===== config.mk =====
export PLATFORM = sky130hd
export DESIGN_NAME = slt_sltu_cmp32_flat
export DESIGN_NICKNAME = d
export VERILOG_FILES = /design/src/rtl/slt_sltu_cmp32_if.sv /design/src/rtl/slt_sltu_cmp32.sv /design/src/flat_wrapper.sv
export SDC_FILE = /design/constraint.sdc
export NUM_CORES = 1
export LEC_CHECK = 0
export BUFFER_PORTS_ARGS = -buffer_cell sky130_fd_sc_hd__buf_2
export CAP_MARGIN = 20
export CELL_PAD_IN_SITES_DETAIL_PLACEMENT = 0
export CELL_PAD_IN_SITES_GLOBAL_PLACEMENT = 1
export CORE_MARGIN = 3
export CORE_UTILIZATION = 23
export CTS_BUF_LIST = sky130_fd_sc_hd__clkbuf_16
export CTS_CLUSTER_DIAMETER = 200
export DETAILED_ROUTE_END_ITERATION = 7
export PLACE_DENSITY = 0.77
export SYNTH_ARGS = -nofsm -noshare
export SYNTH_HDL_FRONTEND = slang
export SYNTH_SLANG_ARGS = --single-unit

===== constraint.sdc =====
create_clock -name I_CLK -period 3.2 [get_ports I_CLK]
set_clock_uncertainty 0.1 [all_clocks]
set_input_delay 0.32 -clock I_CLK [delete_from_list [all_inputs] [get_ports I_CLK]]
set_output_delay 0.32 -clock I_CLK [all_outputs]
set_load 0.03 [all_outputs]

===== src/rtl/slt_sltu_cmp32_if.sv =====
`default_nettype none
// ============================================================================
//  Module      : slt_sltu_cmp32_if
//  Description : Operand/result bundle for the registered set-less-than
//                comparator.
//                master modport : drives operands, observes results
//                slave  modport : receives operands, drives results
//                Signals: I_VALID, I_OP_A[WIDTH], I_OP_B[WIDTH], I_U,
//                         O_VALID, O_Result, O_EQ (only with SLT_SLTU_FLAGS_EN)
//  Optional    : SLT_SLTU_FLAGS_EN adds the O_EQ result flag
//  Revision    : 1.0 - initial release
// ============================================================================
interface slt_sltu_cmp32_if #(
   parameter int WIDTH = 32
);
   logic             I_VALID;
   logic [WIDTH-1:0] I_OP_A;
   logic [WIDTH-1:0] I_OP_B;
   logic             I_U;
   logic             O_VALID;
   logic             O_Result;
`ifdef SLT_SLTU_FLAGS_EN
   logic             O_EQ;
`endif

`ifdef SLT_SLTU_FLAGS_EN
   modport master (output I_VALID, I_OP_A, I_OP_B, I_U,
                   input  O_VALID, O_Result, O_EQ);
   modport slave  (input  I_VALID, I_OP_A, I_OP_B, I_U,
                   output O_VALID, O_Result, O_EQ);
`else
   modport master (output I_VALID, I_OP_A, I_OP_B, I_U,
                   input  O_VALID, O_Result);
   modport slave  (input  I_VALID, I_OP_A, I_OP_B, I_U,
                   output O_VALID, O_Result);
`endif
endinterface
`default_nettype wire


===== src/rtl/slt_sltu_cmp32.sv =====
`default_nettype none
// ============================================================================
//  Module      : slt_sltu_cmp32 (+ full-adder cell slt_sltu_cmp32_fa)
//  Description : Registered 32-bit SLT/SLTU comparator for the RV32I ALU.
//                A - B is formed as A + ~B + 1 on a ripple chain of full
//                adders; the less-than flag comes from the carry (unsigned)
//                or N ^ V (signed), and is registered with 1-cycle latency.
//  Ports       : I_CLK    - rising-edge clock
//                I_RST_N  - synchronous reset, active-low
//                bus      - slave modport of slt_sltu_cmp32_if
//                           (I_VALID, I_OP_A, I_OP_B, I_U -> O_VALID, O_Result
//                            and O_EQ when enabled)
//  Optional    : SLT_SLTU_FLAGS_EN adds registered O_EQ (A == B)
//  Revision    : 1.0 - initial release
// ============================================================================

// Single-bit full adder cell used to build the ripple subtractor.
module slt_sltu_cmp32_fa (
   input  wire logic a,
   input  wire logic b,
   input  wire logic ci,
   output logic      s,
   output logic      co
);
   assign s  = a ^ b ^ ci;
   assign co = (a & b) | (ci & (a ^ b));
endmodule

module slt_sltu_cmp32 #(
   parameter int WIDTH = 32
) (
   input  wire logic        I_CLK,
   input  wire logic        I_RST_N,
   slt_sltu_cmp32_if.slave  bus
);

   logic [WIDTH-1:0] b_inv;
   logic [WIDTH-1:0] diff;
   logic [WIDTH:0]   carry;
   logic             neg;
   logic             ovf;
   logic             lt_signed;
   logic             lt_unsigned;
   logic             result_next;
   logic             result_reg;
   logic             valid_reg;

   assign b_inv    = ~bus.I_OP_B;
   // Carry-in of 1 completes the two's complement of B.
   assign carry[0] = 1'b1;

   generate
      for (genvar i = 0; i < WIDTH; i++) begin : g_ripple
         slt_sltu_cmp32_fa u_fa (
            .a  (bus.I_OP_A[i]),
            .b  (b_inv[i]),
            .ci (carry[i]),
            .s  (diff[i]),
            .co (carry[i+1])
         );
      end
   endgenerate

   // No borrow (carry-out = 1) means A >= B unsigned.
   assign lt_unsigned = ~carry[WIDTH];
   assign neg         = diff[WIDTH-1];
   // Overflow only when the operand signs differ and the difference sign
   // disagrees with A; N ^ V then still yields the true signed order.
   assign ovf         = (bus.I_OP_A[WIDTH-1] ^ bus.I_OP_B[WIDTH-1]) &
                        (bus.I_OP_A[WIDTH-1] ^ diff[WIDTH-1]);
   assign lt_signed   = neg ^ ovf;
   assign result_next = bus.I_U ? lt_unsigned : lt_signed;

   always_ff @(posedge I_CLK) begin
      if (!I_RST_N) begin
         result_reg <= 1'b0;
         valid_reg  <= 1'b0;
      end else if (bus.I_VALID) begin
         result_reg <= result_next;
         valid_reg  <= 1'b1;
      end else begin
         valid_reg  <= 1'b0;
      end
   end

   assign bus.O_Result = result_reg;
   assign bus.O_VALID  = valid_reg;

`ifdef SLT_SLTU_FLAGS_EN
   logic eq_reg;

   always_ff @(posedge I_CLK) begin
      if (!I_RST_N) begin
         eq_reg <= 1'b0;
      end else if (bus.I_VALID) begin
         eq_reg <= (diff == '0);
      end
   end

   assign bus.O_EQ = eq_reg;
`else
   // Only the sign bit of the difference feeds the compare flags here.
   logic [WIDTH-2:0] unused_diff_bits;
   assign unused_diff_bits = diff[WIDTH-2:0];
`endif

endmodule
`default_nettype wire


===== src/flat_wrapper.sv =====
// flat-port wrapper written by rule: the top's interface ports become plain ports
module slt_sltu_cmp32_flat 
#(
   parameter int WIDTH = 32
)
  (I_CLK, I_RST_N, bus_I_VALID, bus_I_OP_A, bus_I_OP_B, bus_I_U, bus_O_VALID, bus_O_Result);
  slt_sltu_cmp32_if #(.WIDTH(WIDTH)) bus_i ();
  input  wire logic I_CLK;
  input  wire logic I_RST_N;
  input wire logic [$bits(bus_i.I_VALID)-1:0] bus_I_VALID;
  input wire logic [$bits(bus_i.I_OP_A)-1:0] bus_I_OP_A;
  input wire logic [$bits(bus_i.I_OP_B)-1:0] bus_I_OP_B;
  input wire logic [$bits(bus_i.I_U)-1:0] bus_I_U;
  output wire logic [$bits(bus_i.O_VALID)-1:0] bus_O_VALID;
  output wire logic [$bits(bus_i.O_Result)-1:0] bus_O_Result;
  assign bus_i.I_VALID = bus_I_VALID;
  assign bus_i.I_OP_A = bus_I_OP_A;
  assign bus_i.I_OP_B = bus_I_OP_B;
  assign bus_i.I_U = bus_I_U;
  assign bus_O_VALID = bus_i.O_VALID;
  assign bus_O_Result = bus_i.O_Result;
  slt_sltu_cmp32 #(.WIDTH(WIDTH)) u_core (.I_CLK(I_CLK), .I_RST_N(I_RST_N), .bus(bus_i));
endmodule

* Yosys cells after proc, flatten, opt, wreduce, memory -nomap -nowiden
Cells that the tools add are included.
** Storage, ports and cells
- Flip-flop bits (word level) :: 2
- Word-level logic and storage cells :: 138
- Output and inout port bits :: 2
- Bits of input ports :: 68
** Cells by class
- Multiplexer cells :: 2
- Bitwise gates (word level) :: 134
** Operators by type and width (count)
- bitwise AND 1 bit :: 64
- XOR 1 bit :: 36
- NOT 32 bit :: 1
- OR 1 bit :: 32
- two-way mux 1 bit :: 2
- NOT 1 bit :: 1

* Longest topological paths before layout
Gate-level depths: netlist (run 1).
- Depth after elaboration :: 68
- Gate-level depth with buffers :: 11
- Gate-level depth less buffers :: 11

* By module
Synthesis (run 1) repeated with hierarchy kept, for this count alone.
** Second synthesis, totals
- Cell total of the unflattened synthesis :: 75
- Area, all modules :: 865.8 µm²
** By module, submodules not included
- slt_sltu_cmp32_fa :: cells each 1, area each 20.0 µm², times used 32, sequential area each 0.0 µm²
- slt_sltu_cmp32 :: cells each 43, area each 225.2 µm², times used 1, sequential area each 40.0 µm²

* Worst setup path before layout (run 1)
No wires, ideal clock.
- Path kind :: input to register
- Start :: input bus_I_OP_B[10]
- End :: register u_core.result_reg (netlist: u_core.bus.O_Result)
- Buffers on the path :: 0
- Arrival :: 2.071 ns
- Required time :: 2.983 ns
- Library setup time :: 0.117 ns
- Slack :: 0.913 ns
- Stages :: 11
- Cell sequence :: inv_1 -> ha_1 -> a21o_1 -> a2111oi_4 -> a221o_1 -> o2111ai_1 -> nand3_1 -> fa_1 -> mux2i_1 -> nand2_1 -> o211a_1
** Between the ends
- Longest elaborated chain between the ends :: 49
- Elaborated cells between the ends (all ways) :: 53
- Classes of those cells :: 1 x mux; 52 x bitwise
** RTL lines
- from (decl) :: line flat_wrapper.sv:12 : input wire logic [$bits(bus_i.I_OP_B)-1:0] bus_I_OP_B;
- NOT 32 bit * :: line slt_sltu_cmp32.sv:48 : assign b_inv = ~bus.I_OP_B;
- XOR 1 bit
- bitwise AND 1 bit :: line slt_sltu_cmp32.sv:26 : assign co = (a & b) | (ci & (a ^ b));
- OR 1 bit * :: line slt_sltu_cmp32.sv:26
- bitwise AND 1 bit * :: line slt_sltu_cmp32.sv:26
- OR 1 bit * :: line slt_sltu_cmp32.sv:26
- bitwise AND 1 bit * :: line slt_sltu_cmp32.sv:26
- OR 1 bit * :: line slt_sltu_cmp32.sv:26
- [... 33 more ...]
- OR 1 bit * :: line slt_sltu_cmp32.sv:26
- bitwise AND 1 bit * :: line slt_sltu_cmp32.sv:26
- OR 1 bit * :: line slt_sltu_cmp32.sv:26
- XOR 1 bit :: line slt_sltu_cmp32.sv:25 : assign s = a ^ b ^ ci;
- XOR 1 bit :: line slt_sltu_cmp32.sv:70 : (bus.I_OP_A[WIDTH-1] ^ diff[WIDTH-1]);
- bitwise AND 1 bit :: line slt_sltu_cmp32.sv:69 : assign ovf = (bus.I_OP_A[WIDTH-1] ^ bus.I_OP_B[WIDTH-1]) &
- XOR 1 bit :: line slt_sltu_cmp32.sv:71 : assign lt_signed = neg ^ ovf;
- two-way mux 1 bit * :: line slt_sltu_cmp32.sv:72 : assign result_next = bus.I_U ? lt_unsigned : lt_signed;
- to (signal assigned) :: line slt_sltu_cmp32.sv:79 : result_reg <= result_next;
- to (decl) :: line slt_sltu_cmp32.sv:45 : logic result_reg;
Every way passes the cells marked *; elsewhere a longest branch is shown, timed or not.
A chain may end at the register's enable or synchronous reset.

* Final worst setup path (run 1)
- Start :: input bus_I_OP_B[8]
- End :: register u_core.result_reg (netlist: u_core.bus.O_Result)
** Between the ends
- Longest elaborated chain between the ends :: 53
- Elaborated cells between the ends (all ways) :: 57
- Classes of those cells :: 1 x mux; 56 x bitwise
** RTL lines (line)
- NOT 32 bit * :: slt_sltu_cmp32.sv:48
- XOR 1 bit
- bitwise AND 1 bit :: slt_sltu_cmp32.sv:26
- OR 1 bit * :: slt_sltu_cmp32.sv:26
- bitwise AND 1 bit * :: slt_sltu_cmp32.sv:26
- OR 1 bit * :: slt_sltu_cmp32.sv:26
- bitwise AND 1 bit * :: slt_sltu_cmp32.sv:26
- OR 1 bit * :: slt_sltu_cmp32.sv:26
- [... 37 more ...]
- OR 1 bit * :: slt_sltu_cmp32.sv:26
- bitwise AND 1 bit * :: slt_sltu_cmp32.sv:26
- OR 1 bit * :: slt_sltu_cmp32.sv:26
- XOR 1 bit :: slt_sltu_cmp32.sv:25
- XOR 1 bit :: slt_sltu_cmp32.sv:70
- bitwise AND 1 bit :: slt_sltu_cmp32.sv:69
- XOR 1 bit :: slt_sltu_cmp32.sv:71
- two-way mux 1 bit * :: slt_sltu_cmp32.sv:72
Marked as above.

==> impl_metrics.py, run 1 <==
metrics = {
    "timing": {
        "hold_viol": 0,
        "fmax_ghz": 0.436,
        "tns_ns": 0,
        "rsz0062_at_grt": "false",
        "finalCriticalPeriod_ns": 2.29,
        "maxSlewViolCount": 0,
        "setup_viol": 0,
        "slew_headroom_pct": 73.7,
        "worst_pin_slew_ns": 0.393,
        "period_share_pct": 71.7,
    },
    "logic_synthesis": {
        "synthSimpleGateAreaFrac_pct": 6.35,
        "yosys.area.top_type": "ha_1",
        "synth_xor_area_share_pct": 0,
        "synth_area_leaders": "ha_1 41%, inv_1 14%, a2111oi_4 5.9%, dfxtp_1 4.3%, fa_1 4.3%",
        "synth.distinct_cells": 26,
        "synth_top_family_by_area": "adder cells",
        "synth_nets": 208,
        "synthesis.area_um2": 926,
        "synth-edff-count": 0,
        "yosysSeqAreaShare_pct": 4.32,
        "yosysMostFrequentCell": "inv_1",
        "async_reset_ff_share_pct": 0,
        "yosys_register_bits": 2,
        "synthMuxAreaShare_pct": 1.08,
        "synth-compound-area-share_pct": 29.2,
        "yosys_warnings": 0,
        "postSynthCellCount": 108,
        "synth_common_cells": "35 x inv_1, 30 x ha_1, 4 x a21o_1, 4 x nand3_1, 4 x o21a_1",
        "yosysTopAreaCellShare_pct": 40.5,
        "synth_flop_cell": "dfxtp_1",
        "synthAdderAreaFrac_pct": 44.9,
        "synth.avg_cell_area_um2": 8.57,
    },
    "clocking": {
        "clockBufferDepth": 2,
        "clockRootBuffer": "clkbuf_16",
        "postCtsSetupBuffers": 0,
        "cts_resized": 0,
        "cts_htree_levels": 1,
        "cts_inserted_buffers": 3,
        "cts_hold_buf": 0,
        "clock_latency_ns": 0.21,
        "tritoncts": "done",
        "path_clk_slew_ns": 0.03,
        "cts.sinks": 2,
    },
    "detailed_routing": {
        "postRouteAntennaNets": 0,
        "avgRoutedWirePerCell_um": 9.30,
        "via_per_inst": 4.21,
        "drc_errors": 0,
        "dr.pass1.iters": 4,
        "wl_mm": 2.12,
        "first_iter_violations": 20,
        "vias": 959,
    },
    "layout": {
        "area_growth_pct": 51.9,
        "drive_above_1_share_pct": 42.8,
        "n_antenna_cell": 0,
        "final_cells": 228,
        "final_nets": 282,
    },
    "placed_design": {
        "hpwl_mm": 2.01,
        "portBuffers": 69,
        "place.gp.congestion": 0.715,
        "dp.cells": 225,
    },
    "power_and_ir_drop": {
        "swShare_pct": 26.5,
        "power_frac_comb_pct": 41.6,
        "p_seq_share_pct": 7.6,
        "p_clk_share_pct": 50.8,
        "p_leak_uw": 0.000873,
        "p_sw_uw": 96.5,
        "p_per_area_nw_per_um2": 259,
        "power_uw": 364,
        "p_int_uw": 267,
        "peakVddDrop_mv": 0.142,
    },
    "global_routing": {
        "grt_max_degree": 4,
        "track_usage_pct": 8.66,
        "grt_pass1_wl_mm": 3.64,
        "antenna_found_initial": 0,
        "grt_pass1_vias": 920,
        "grt_overflow": 0,
    },
    "floorplanning": {
        "row_count": 22,
        "die_h_um": 69.4,
        "die_area_um2": 4820,
        "num_io_pins": 70,
        "start_util_pct": 24.6,
        "core_um2": 3770,
        "die_w_um": 69.4,
    },
    "worst_hold_path": {
        "hp-class": "input port to flop",
    },
    "worst_setup_path": {
        "critical_path.startpoint_type": "input port",
        "cpMostUsedCell": "o2111ai_1",
        "critPathRequiredTime_ns": 3.20,
        "critPathSlowestCell": "fa_1",
        "path_buf_inv": 2,
        "cp_max_fo": 2,
        "crit_arrival_ns": 2.30,
        "worstPathCellList": "buf_2, inv_1, ha_1, o21a_1, o2111ai_1, a221o_1, o2111ai_1, nand3_1, fa_1, mux2i_1, nand2_1, o211a_1",
        "path_class": "input port to flop",
        "slowest_delay_ns": 0.38,
        "critPathTopFamily": "compound AO/OA/AOI/OAI gates",
        "end_kind": "flop",
    },
    "flow_run": {
        "maxCapViolations": 0,
    },
    "outcome": {
        "status": "completed",
    },
}
==> power groups by stage <==
| stage | registers, µW | clock network, µW | logic (µW) |
|---|---|---|---|
| final | 27.6 | 185 | 151 |
| after global routing | 27.9 | 192 | 175 |
| after CTS | 27.6 | 187 | 155 |
| after detailed placement | 27.9 | 0 | 154 |
| after global placement | 27.9 | 0 | 152 |
| after floorplan | 31.7 | 0 | 90.2 |
==> registers in the layout (all words and copies together), names as in the netlist <==
name	flops
u_core.bus.O_VALID	1
u_core.bus.O_Result	1
==> logic make-up (layout without fill, tap and decap cells) <==
| kind of cell | after synthesis | count (layout) |
|---|---|---|
| AO/OA/AOI/OAI | 26 | 26 |
| adder cells (fa/ha/maj) | 32 | 32 |
| buffers and inverters | 35 | 107 |
| flip-flops | 2 | 2 |
| multiplexers | 1 | 1 |
| AND/OR/NAND/NOR | 12 | 12 |
==> final cells by class <==
class	instances	area [µm²]
tap	48	60.1
timing repair buffer	69	345
inverter	35	131
fill	395	2360
multi-input combinational	71	754
clock buffer	3	75.1
sequential	2	40.0
==> per-layer routing <==
layer  vias to the layer above  routed length [µm]  track usage [%]
met4                         0                  20             2.60
li1                        521                   -                -
met1                       384                1020             12.4
met2                        52                 852             13.2
met5                         -                   0                0
met3                         2                 231             1.30
==> layout by cell type, fill, tap and decap left out, types with 2 or more instances in the layout <==
master | Yosys | routed
o21ai_1 | 2 | 2
clkbuf_16 | 0 | 3
o21a_1 | 4 | 4
ha_1 | 30 | 30
nand3_1 | 4 | 4
o2111ai_1 | 3 | 3
a2111oi_4 | 2 | 2
a21o_1 | 4 | 4
nand2_1 | 3 | 3
a21oi_1 | 2 | 2
a2111oi_2 | 2 | 2
dfxtp_1 | 2 | 2
inv_1 | 35 | 35
buf_2 | 0 | 69
fa_1 | 2 | 2
==> path summary, 6_finish.rpt <==
path | from | slack, ns | cells past startpoint | endpoint
setup reg to reg | u_core.bus.O_Result | 2.49 | 1 | u_core.bus.O_Result
hold reg to reg | u_core.bus.O_Result | 0.39 | 1 | u_core.bus.O_Result
hold / removal | I_RST_N | 0.23 | 2 | u_core.bus.O_VALID
setup / recovery | bus_I_OP_B[8] | 0.91 | 12 | u_core.bus.O_Result
==> metrics by stage <==
stage          utilization, %  worst slack, ns  hold slack, ns  area, µm²
6_report                 37.3            0.907           0.229       1410
3_5_place_dp             35.3            0.673           0.389       1330
2_1_floorplan               -            0.913           0.342        926
3_3_place_gp             35.3            0.733           0.380       1330
5_1_grt                  37.3            0.726           0.261       1410
4_1_cts                  37.3            0.881           0.227       1410
No activity file was read; power rests on OpenSTA's default activity.
==> run 2: changes to the inputs <==
--- a/config.mk
+++ b/config.mk
@@ -5,6 +5,7 @@
 export SDC_FILE = /design/constraint.sdc
 export NUM_CORES = 1
 export LEC_CHECK = 0
+export ABC_AREA = 1
 export BUFFER_PORTS_ARGS = -buffer_cell sky130_fd_sc_hd__buf_2
 export CAP_MARGIN = 20
 export CELL_PAD_IN_SITES_DETAIL_PLACEMENT = 0
@@ -14,7 +15,7 @@
 export CTS_BUF_LIST = sky130_fd_sc_hd__clkbuf_16
 export CTS_CLUSTER_DIAMETER = 200
 export DETAILED_ROUTE_END_ITERATION = 7
-export PLACE_DENSITY = 0.77
+export PLACE_DENSITY = 0.82
 export SYNTH_ARGS = -nofsm -noshare
 export SYNTH_HDL_FRONTEND = slang
 export SYNTH_SLANG_ARGS = --single-unit
==> constraint.sdc (replaced) <==
create_clock -name I_CLK -period 2.35 [get_ports I_CLK]
set_clock_uncertainty 0.1 [all_clocks]
set_input_delay 0.235 -clock I_CLK [delete_from_list [all_inputs] [get_ports I_CLK]]
set_output_delay 0.235 -clock I_CLK [all_outputs]
set_load 0.03 [all_outputs]
==> run 2 against run 1 <==
Compared with the run above: the flow now finishes with violations (setup timing); clock power is 37% higher; setup slack lost 2.4 ns; combinational power rose by 23%; critical path type unchanged; flip-flop and latch count unchanged; global-route usage shrank 1.3 points; clock-buffer cell count is the same; via count rose by 6.2%; cell area up 2.8%; power increased by 31%; critical path depth is 53 higher; non-clock buffer count did not move; first-iteration DRC count shrank 35%.
==> impl_metrics.py, run 2 <==
metrics = {
    "global_routing": {
        "antenna_found_initial": 0,
        "grt_overflow": 0,
        "grt_pass1_vias": 914,
        "grt_max_degree": 4,
        "grt_pass1_wl_mm": 3.14,
        "track_usage_pct": 7.40,
    },
    "floorplanning": {
        "row_count": 22,
        "num_io_pins": 70,
        "start_util_pct": 24.8,
        "die_w_um": 70.2,
        "die_area_um2": 4930,
        "core_um2": 3830,
        "die_h_um": 70.2,
    },
    "logic_synthesis": {
        "yosysMostFrequentCell": "inv_1",
        "yosysTopAreaCellShare_pct": 39.6,
        "synth-edff-count": 0,
        "yosys.area.top_type": "ha_1",
        "synthesis.area_um2": 948,
        "yosysSeqAreaShare_pct": 4.22,
        "postSynthCellCount": 163,
        "yosys_register_bits": 2,
        "yosys_warnings": 0,
        "synth_flop_cell": "dfxtp_1",
        "synth_nets": 263,
        "synth_common_cells": "64 x inv_1, 62 x nand2_1, 30 x ha_1, 2 x dfxtp_1, 2 x fa_1",
        "synth_area_leaders": "ha_1 40%, inv_1 25%, nand2_1 25%, dfxtp_1 4.2%, fa_1 4.2%",
        "synth.distinct_cells": 8,
        "async_reset_ff_share_pct": 0,
        "synth.avg_cell_area_um2": 5.82,
    },
    "layout": {
        "layout_commonest_cell": "buf_2",
        "final_nets": 337,
        "final_cell_mix": "69 x buf_2, 64 x inv_1, 60 x nand2_1",
        "area_growth_pct": 52.5,
        "drive_above_1_share_pct": 32.8,
        "n_antenna_cell": 0,
        "nFillCells": 410,
    },
    "clocking": {
        "cts_htree_levels": 1,
        "cts_hold_buf": 0,
        "clockBufferDepth": 2,
        "cts_inserted_buffers": 3,
        "tritoncts": "done",
        "clockRootBuffer": "clkbuf_16",
        "postCtsSetupBuffers": 0,
        "clock_latency_ns": 0.22,
        "path_clk_slew_ns": 0.03,
        "cts.sinks": 2,
    },
    "placed_design": {
        "portBuffers": 69,
        "hpwl_mm": 1.60,
        "preCtsSetupSlack_ns": -1.79,
        "place.gp.congestion": 0.684,
    },
    "worst_hold_path": {
        "whs_endpoint": "u_core.bus.O_VALID",
        "hp-class": "input port to flop",
        "whs_path_depth": 3,
        "worstHoldStart": "I_RST_N",
    },
    "timing": {
        "hold_viol": 0,
        "fmax_ghz": 0.258,
        "maxSlewViolCount": 0,
        "setup_viol": 1,
        "rsz0062_at_grt": "true",
        "period_share_pct": 165,
        "finalCriticalPeriod_ns": 3.87,
        "setup_slack_ns": -1.52,
        "slew_headroom_pct": 90.2,
        "worst_pin_slew_ns": 0.146,
    },
    "detailed_routing": {
        "dr.pass1.iters": 2,
        "wl_mm": 1.90,
        "drc_errors": 0,
        "avgRoutedWirePerCell_um": 6.72,
        "via_per_inst": 3.60,
        "vias": 1018,
        "postRouteAntennaNets": 0,
        "first_iter_violations": 13,
    },
    "power_and_ir_drop": {
        "p_leak_uw": 0.00105,
        "peakVddDrop_mv": 0.220,
        "power_uw": 477,
        "p_int_uw": 348,
        "p_seq_share_pct": 7.9,
        "p_per_area_nw_per_um2": 329,
        "p_clk_share_pct": 53.1,
        "swShare_pct": 26.9,
        "p_sw_uw": 128,
        "power_frac_comb_pct": 39.1,
    },
    "outcome": {
        "violations": "setup timing",
        "status": "finished, violations left",
    },
    "worst_setup_path": {
        "end_kind": "flop",
        "critPathSlowestCell": "fa_2",
        "cpMostUsedCell": "nand2_1",
        "path_buf_inv": 2,
        "r2r_end": "u_core.bus.O_Result",
        "r2r-start": "u_core.bus.O_Result",
        "crit_arrival_ns": 3.87,
        "critPathRequiredTime_ns": 2.35,
        "slowest_delay_ns": 0.37,
        "path_class": "input port to flop",
        "reg2reg_setup_slack_ns": 1.62,
        "critPathTopFamily": "simple AND/OR/NAND/NOR gates",
        "critical_path.startpoint_type": "input port",
        "r2r.worst_path.cells": 2,
        "cp_max_fo": 2,
    },
    "flow_run": {
        "maxCapViolations": 0,
    },
}
run 2: cell families after synthesis:
group,share of synthesized area [%]
AOI/OAI and AO/OA,2.11
and+or+nand+nor,24.5
buffers and inverters,25.3
DFF,4.22
adders and majority gates,43.8
run 2: cell type report:
cell class | instances | area [µm²] | share of cell area (%)
Timing Repair Buffer | 69 | 345 | 23.9
Inverter | 64 | 240 | 16.6
Sequential cell | 2 | 40.0 | 2.77
Multi-Input combinational cell | 97 | 686 | 47.4
Clock buffer | 3 | 75.1 | 5.19
Tap cell | 48 | 60.1 | 4.15
run 2: worst max-delay path by stage:
stage                  start             endpoint  cells after the start
6_report       bus_I_OP_B[1]  u_core.bus.O_Result                     65
3_5_place_dp   bus_I_OP_B[1]  u_core.bus.O_Result                     65
2_1_floorplan  bus_I_OP_B[1]  u_core.bus.O_Result                     64
5_1_grt        bus_I_OP_B[1]  u_core.bus.O_Result                     65
4_1_cts        bus_I_OP_B[1]  u_core.bus.O_Result                     65
3_3_place_gp   bus_I_OP_B[1]  u_core.bus.O_Result                     65
run 2: worst min-delay path, cell delays in order:
cell     delay [ns]
buf_2          0.08
nand2_1        0.04
inv_1          0.04
run 2: what timing repair did:
item	CTS	global route
endpoints found under the setup margin	1	1
pin swaps	4	2
gates resized for setup	1	4
hold endpoints to repair	0	0
run 2: metal layers:
layer / GRT usage [%] / part of all wire [%] / vias to the layer above
met2: 14.4 / 46 / 48
met5: 0 / 0 / -
met1: 8.28 / 43 / 369
met4: 0.638 / 0 / 0
met3: 1.87 / 11 / 0
li1: - / - / 601
run 2: per-stage QoR:
step           TNS [ns]  cell area (µm²)  hold slack, ns  util [%]  cells
2_1_floorplan     -1.36              948           0.228         -    163
3_3_place_gp      -1.78             1350           0.338      35.4    280
3_5_place_dp      -1.79             1350           0.336      35.4    280
4_1_cts           -1.62             1430           0.112      37.4    283
5_1_grt           -2.29             1450           0.135      37.8    283
6_report          -1.52             1450           0.114      37.8    283
run 2: power groups by stage:
stage | Clock (µW) | Sequential, µW | Combinational (µW)
after floorplan | 0 | 42.5 | 101
after global placement | 0 | 37.7 | 180
after detailed placement | 0 | 37.8 | 180
after CTS | 255 | 37.5 | 185
after global routing | 261 | 37.7 | 225
final | 253 | 37.5 | 186
==> run 3: changes to the inputs <==
--- a/config.mk
+++ b/config.mk
@@ -15,7 +15,8 @@
 export CTS_BUF_LIST = sky130_fd_sc_hd__clkbuf_16
 export CTS_CLUSTER_DIAMETER = 200
 export DETAILED_ROUTE_END_ITERATION = 7
-export PLACE_DENSITY = 0.82
+export PLACE_DENSITY = 0.77
 export SYNTH_ARGS = -nofsm -noshare
 export SYNTH_HDL_FRONTEND = slang
+export SYNTH_HIERARCHICAL = 1
 export SYNTH_SLANG_ARGS = --single-unit
==> run 3 against run 2 <==
Compared with the run above: the run still ends with setup timing left; power fell by 2.9%; hold slack improved by 0.019 ns; final cell count fell by 31%; first-iteration DRC count rose by 62%; clock-buffer cell count did not move; flip-flop and latch count did not move; critical path type unchanged; highest routed layer unchanged.
==> impl_metrics.py, run 3 <==
metrics = {
    "outcome": {
        "status": "finished, violations left",
        "violations": "setup timing",
    },
    "layout": {
        "final_cell_mix": "68 x buf_2, 33 x inv_1, 31 x fa_2",
        "n_antenna_cell": 0,
        "area_growth_pct": 66.5,
        "drive_above_1_share_pct": 71.3,
        "layout_commonest_cell": "buf_2",
        "final_nets": 252,
    },
    "logic_synthesis": {
        "yosys_register_bits": 2,
        "synthMuxAreaShare_pct": 0,
        "synth_nets": 178,
        "synth-compound-area-share_pct": 2.05,
        "synth_area_leaders": "fa_1 75%, inv_1 15%, dfxtp_1 4.7%, nand2_1 1.8%, a21boi_0 0.88%",
        "synth.avg_cell_area_um2": 11.0,
        "async_reset_ff_share_pct": 0,
        "yosysMostFrequentCell": "inv_1",
        "synth-edff-count": 0,
        "yosys_warnings": 6,
        "synth_top_family_by_area": "adder cells",
        "synthAdderAreaFrac_pct": 75.0,
        "yosysSeqAreaShare_pct": 4.69,
        "postSynthCellCount": 78,
        "synth_flop_cell": "dfxtp_1",
        "synthesis.area_um2": 855,
        "synthSimpleGateAreaFrac_pct": 2.93,
        "synth_xor_area_share_pct": 0,
        "yosys.area.top_type": "fa_1",
        "synth_common_cells": "34 x inv_1, 32 x fa_1, 4 x nand2_1, 2 x dfxtp_1",
        "synth.distinct_cells": 10,
        "yosysTopAreaCellShare_pct": 75.0,
    },
    "worst_setup_path": {
        "cp_max_fo": 2,
        "critPathRequiredTime_ns": 2.40,
        "critical_path.startpoint_type": "input port",
        "path_class": "input port to flop",
        "slowest_delay_ns": 0.52,
        "end_kind": "flop",
        "cpMostUsedCell": "fa_2",
        "critPathSlowestCell": "fa_1",
        "crit_arrival_ns": 11.91,
    },
    "power_and_ir_drop": {
        "p_per_area_nw_per_um2": 325,
        "p_clk_share_pct": 54.4,
        "p_sw_uw": 124,
        "peakVddDrop_mv": 0.448,
        "power_frac_comb_pct": 37.5,
        "p_seq_share_pct": 8.1,
        "swShare_pct": 26.9,
        "power_uw": 463,
        "p_leak_uw": 0.000741,
        "p_int_uw": 338,
    },
    "global_routing": {
        "grt_pass1_vias": 752,
        "grt_overflow": 0,
        "track_usage_pct": 8.22,
        "grt_max_degree": 4,
        "antenna_found_initial": 0,
        "grt_pass1_wl_mm": 2.93,
    },
    "clocking": {
        "cts_htree_levels": 1,
        "cts_inserted_buffers": 3,
        "path_clk_slew_ns": 0.03,
        "clock_latency_ns": 0.22,
        "clockBufferDepth": 2,
        "clockRootBuffer": "clkbuf_16",
        "cts.sinks": 2,
        "tritoncts": "done",
        "postCtsSetupBuffers": 0,
    },
    "placed_design": {
        "hpwl_mm": 1.67,
        "place.gp.congestion": 0.630,
        "portBuffers": 69,
    },
    "timing": {
        "fmax_ghz": 0.0843,
        "setup_slack_ns": -9.51,
        "rsz0062_at_grt": "true",
        "hold_viol": 0,
        "whs_ns": 0.133,
        "setup_viol": 1,
        "period_share_pct": 505,
        "maxSlewViolCount": 0,
        "finalCriticalPeriod_ns": 11.86,
    },
    "floorplanning": {
        "core_um2": 3470,
        "die_area_um2": 4480,
        "die_w_um": 67.0,
        "num_io_pins": 70,
        "row_count": 21,
        "start_util_pct": 24.6,
        "die_h_um": 67.0,
    },
    "flow_run": {
        "maxCapViolations": 0,
    },
    "detailed_routing": {
        "via_per_inst": 3.54,
        "vias": 694,
        "wl_mm": 1.78,
        "avgRoutedWirePerCell_um": 9.07,
        "dr.pass1.iters": 2,
        "postRouteAntennaNets": 0,
        "first_iter_violations": 21,
        "drc_errors": 0,
    },
    "worst_hold_path": {
        "hp-class": "input port to flop",
    },
}
[run 3: cell types whose count changed after synthesis]
cell	change
conb_1	+1
a21oi_1	+1
nor2_2	+1
a21oi_2	-1
a21boi_0	+1
a31oi_1	-1
inv_1	-30
nand2_1	-58
fa_1	+30
ha_1	-30
nor2_1	+1
[run 3: path summary, 6_finish.rpt]
path / start / end / slack [ns] / depth (start not counted)
min: I_RST_N / u_core/bus.O_VALID / 0.13 / 3
max: bus_I_OP_A[0] / u_core/bus.O_Result / -9.51 / 37
min reg2reg: u_core/bus.O_Result / u_core/bus.O_Result / 0.50 / 2
max reg2reg: u_core/bus.O_Result / u_core/bus.O_Result / 1.53 / 2
[run 3: cell type report]
cell class                      count  area [µm²]
Clock buffer                        3        75.1
Fill cell                         347        2050
Inverter                           34         128
Multi-Input combinational cell     42         771
Sequential cell                     2        40.0
Tap cell                           46        57.6
Timing Repair Buffer               69         352
[run 3: power by group through the flow]
stage / registers [µW] / logic (µW) / clock network, µW
final: 37.6 / 174 / 252
after global routing: 37.8 / 199 / 260
after CTS: 37.6 / 176 / 255
after detailed placement: 37.9 / 171 / 0
after global placement: 37.7 / 164 / 0
after floorplan: 42.5 / 81.9 / 0
[run 3: cells by family after synthesis]
logic type / after synthesis
buffers and inverters: 34
and+or+nand+nor: 6
adders and majority gates: 32
AOI/OAI and AO/OA: 3
other: 1
DFF: 2
[run 3: metrics by stage]
step / utilization, % / instance area, µm² / setup WS (ns) / setup TNS [ns] / cells
3_5_place_dp: 38.4 / 1330 / -9.81 / -9.81 / 193
4_1_cts: 40.9 / 1420 / -9.53 / -9.53 / 196
3_3_place_gp: 38.4 / 1330 / -9.72 / -9.72 / 193
6_report: 41.0 / 1420 / -9.51 / -9.51 / 196
2_1_floorplan: - / 930 / -9.42 / -9.42 / 78
5_1_grt: 41.0 / 1420 / -9.82 / -9.82 / 196
[run 3: critical path, delay by kind of cell]
kind | cells | cell delay [ns]
AO/OA/AOI/OAI | 1 | 0.10
buffers and inverters | 1 | 0.09
adder cells (fa/ha/maj) | 32 | 11.27
AND/OR/NAND/NOR | 3 | 0.17
[run 3: timing repair]
item / 4_1_cts / 5_1_grt
hold buffers: 0 / 0
endpoints found under the hold margin: 0 / 0
gates resized for setup: 3 / 2
setup endpoints to repair: 1 / 1
cloned: 0 / 0
[run 3: routing by layer]
layer / vias to the layer above / wire length (µm) / GRT usage, %
li1: 314 / - / -
met1: 325 / 638 / 10.2
met2: 55 / 808 / 14.5
met3: 0 / 329 / 2.02
met4: 0 / 0 / 1.52
met5: - / 0 / 0
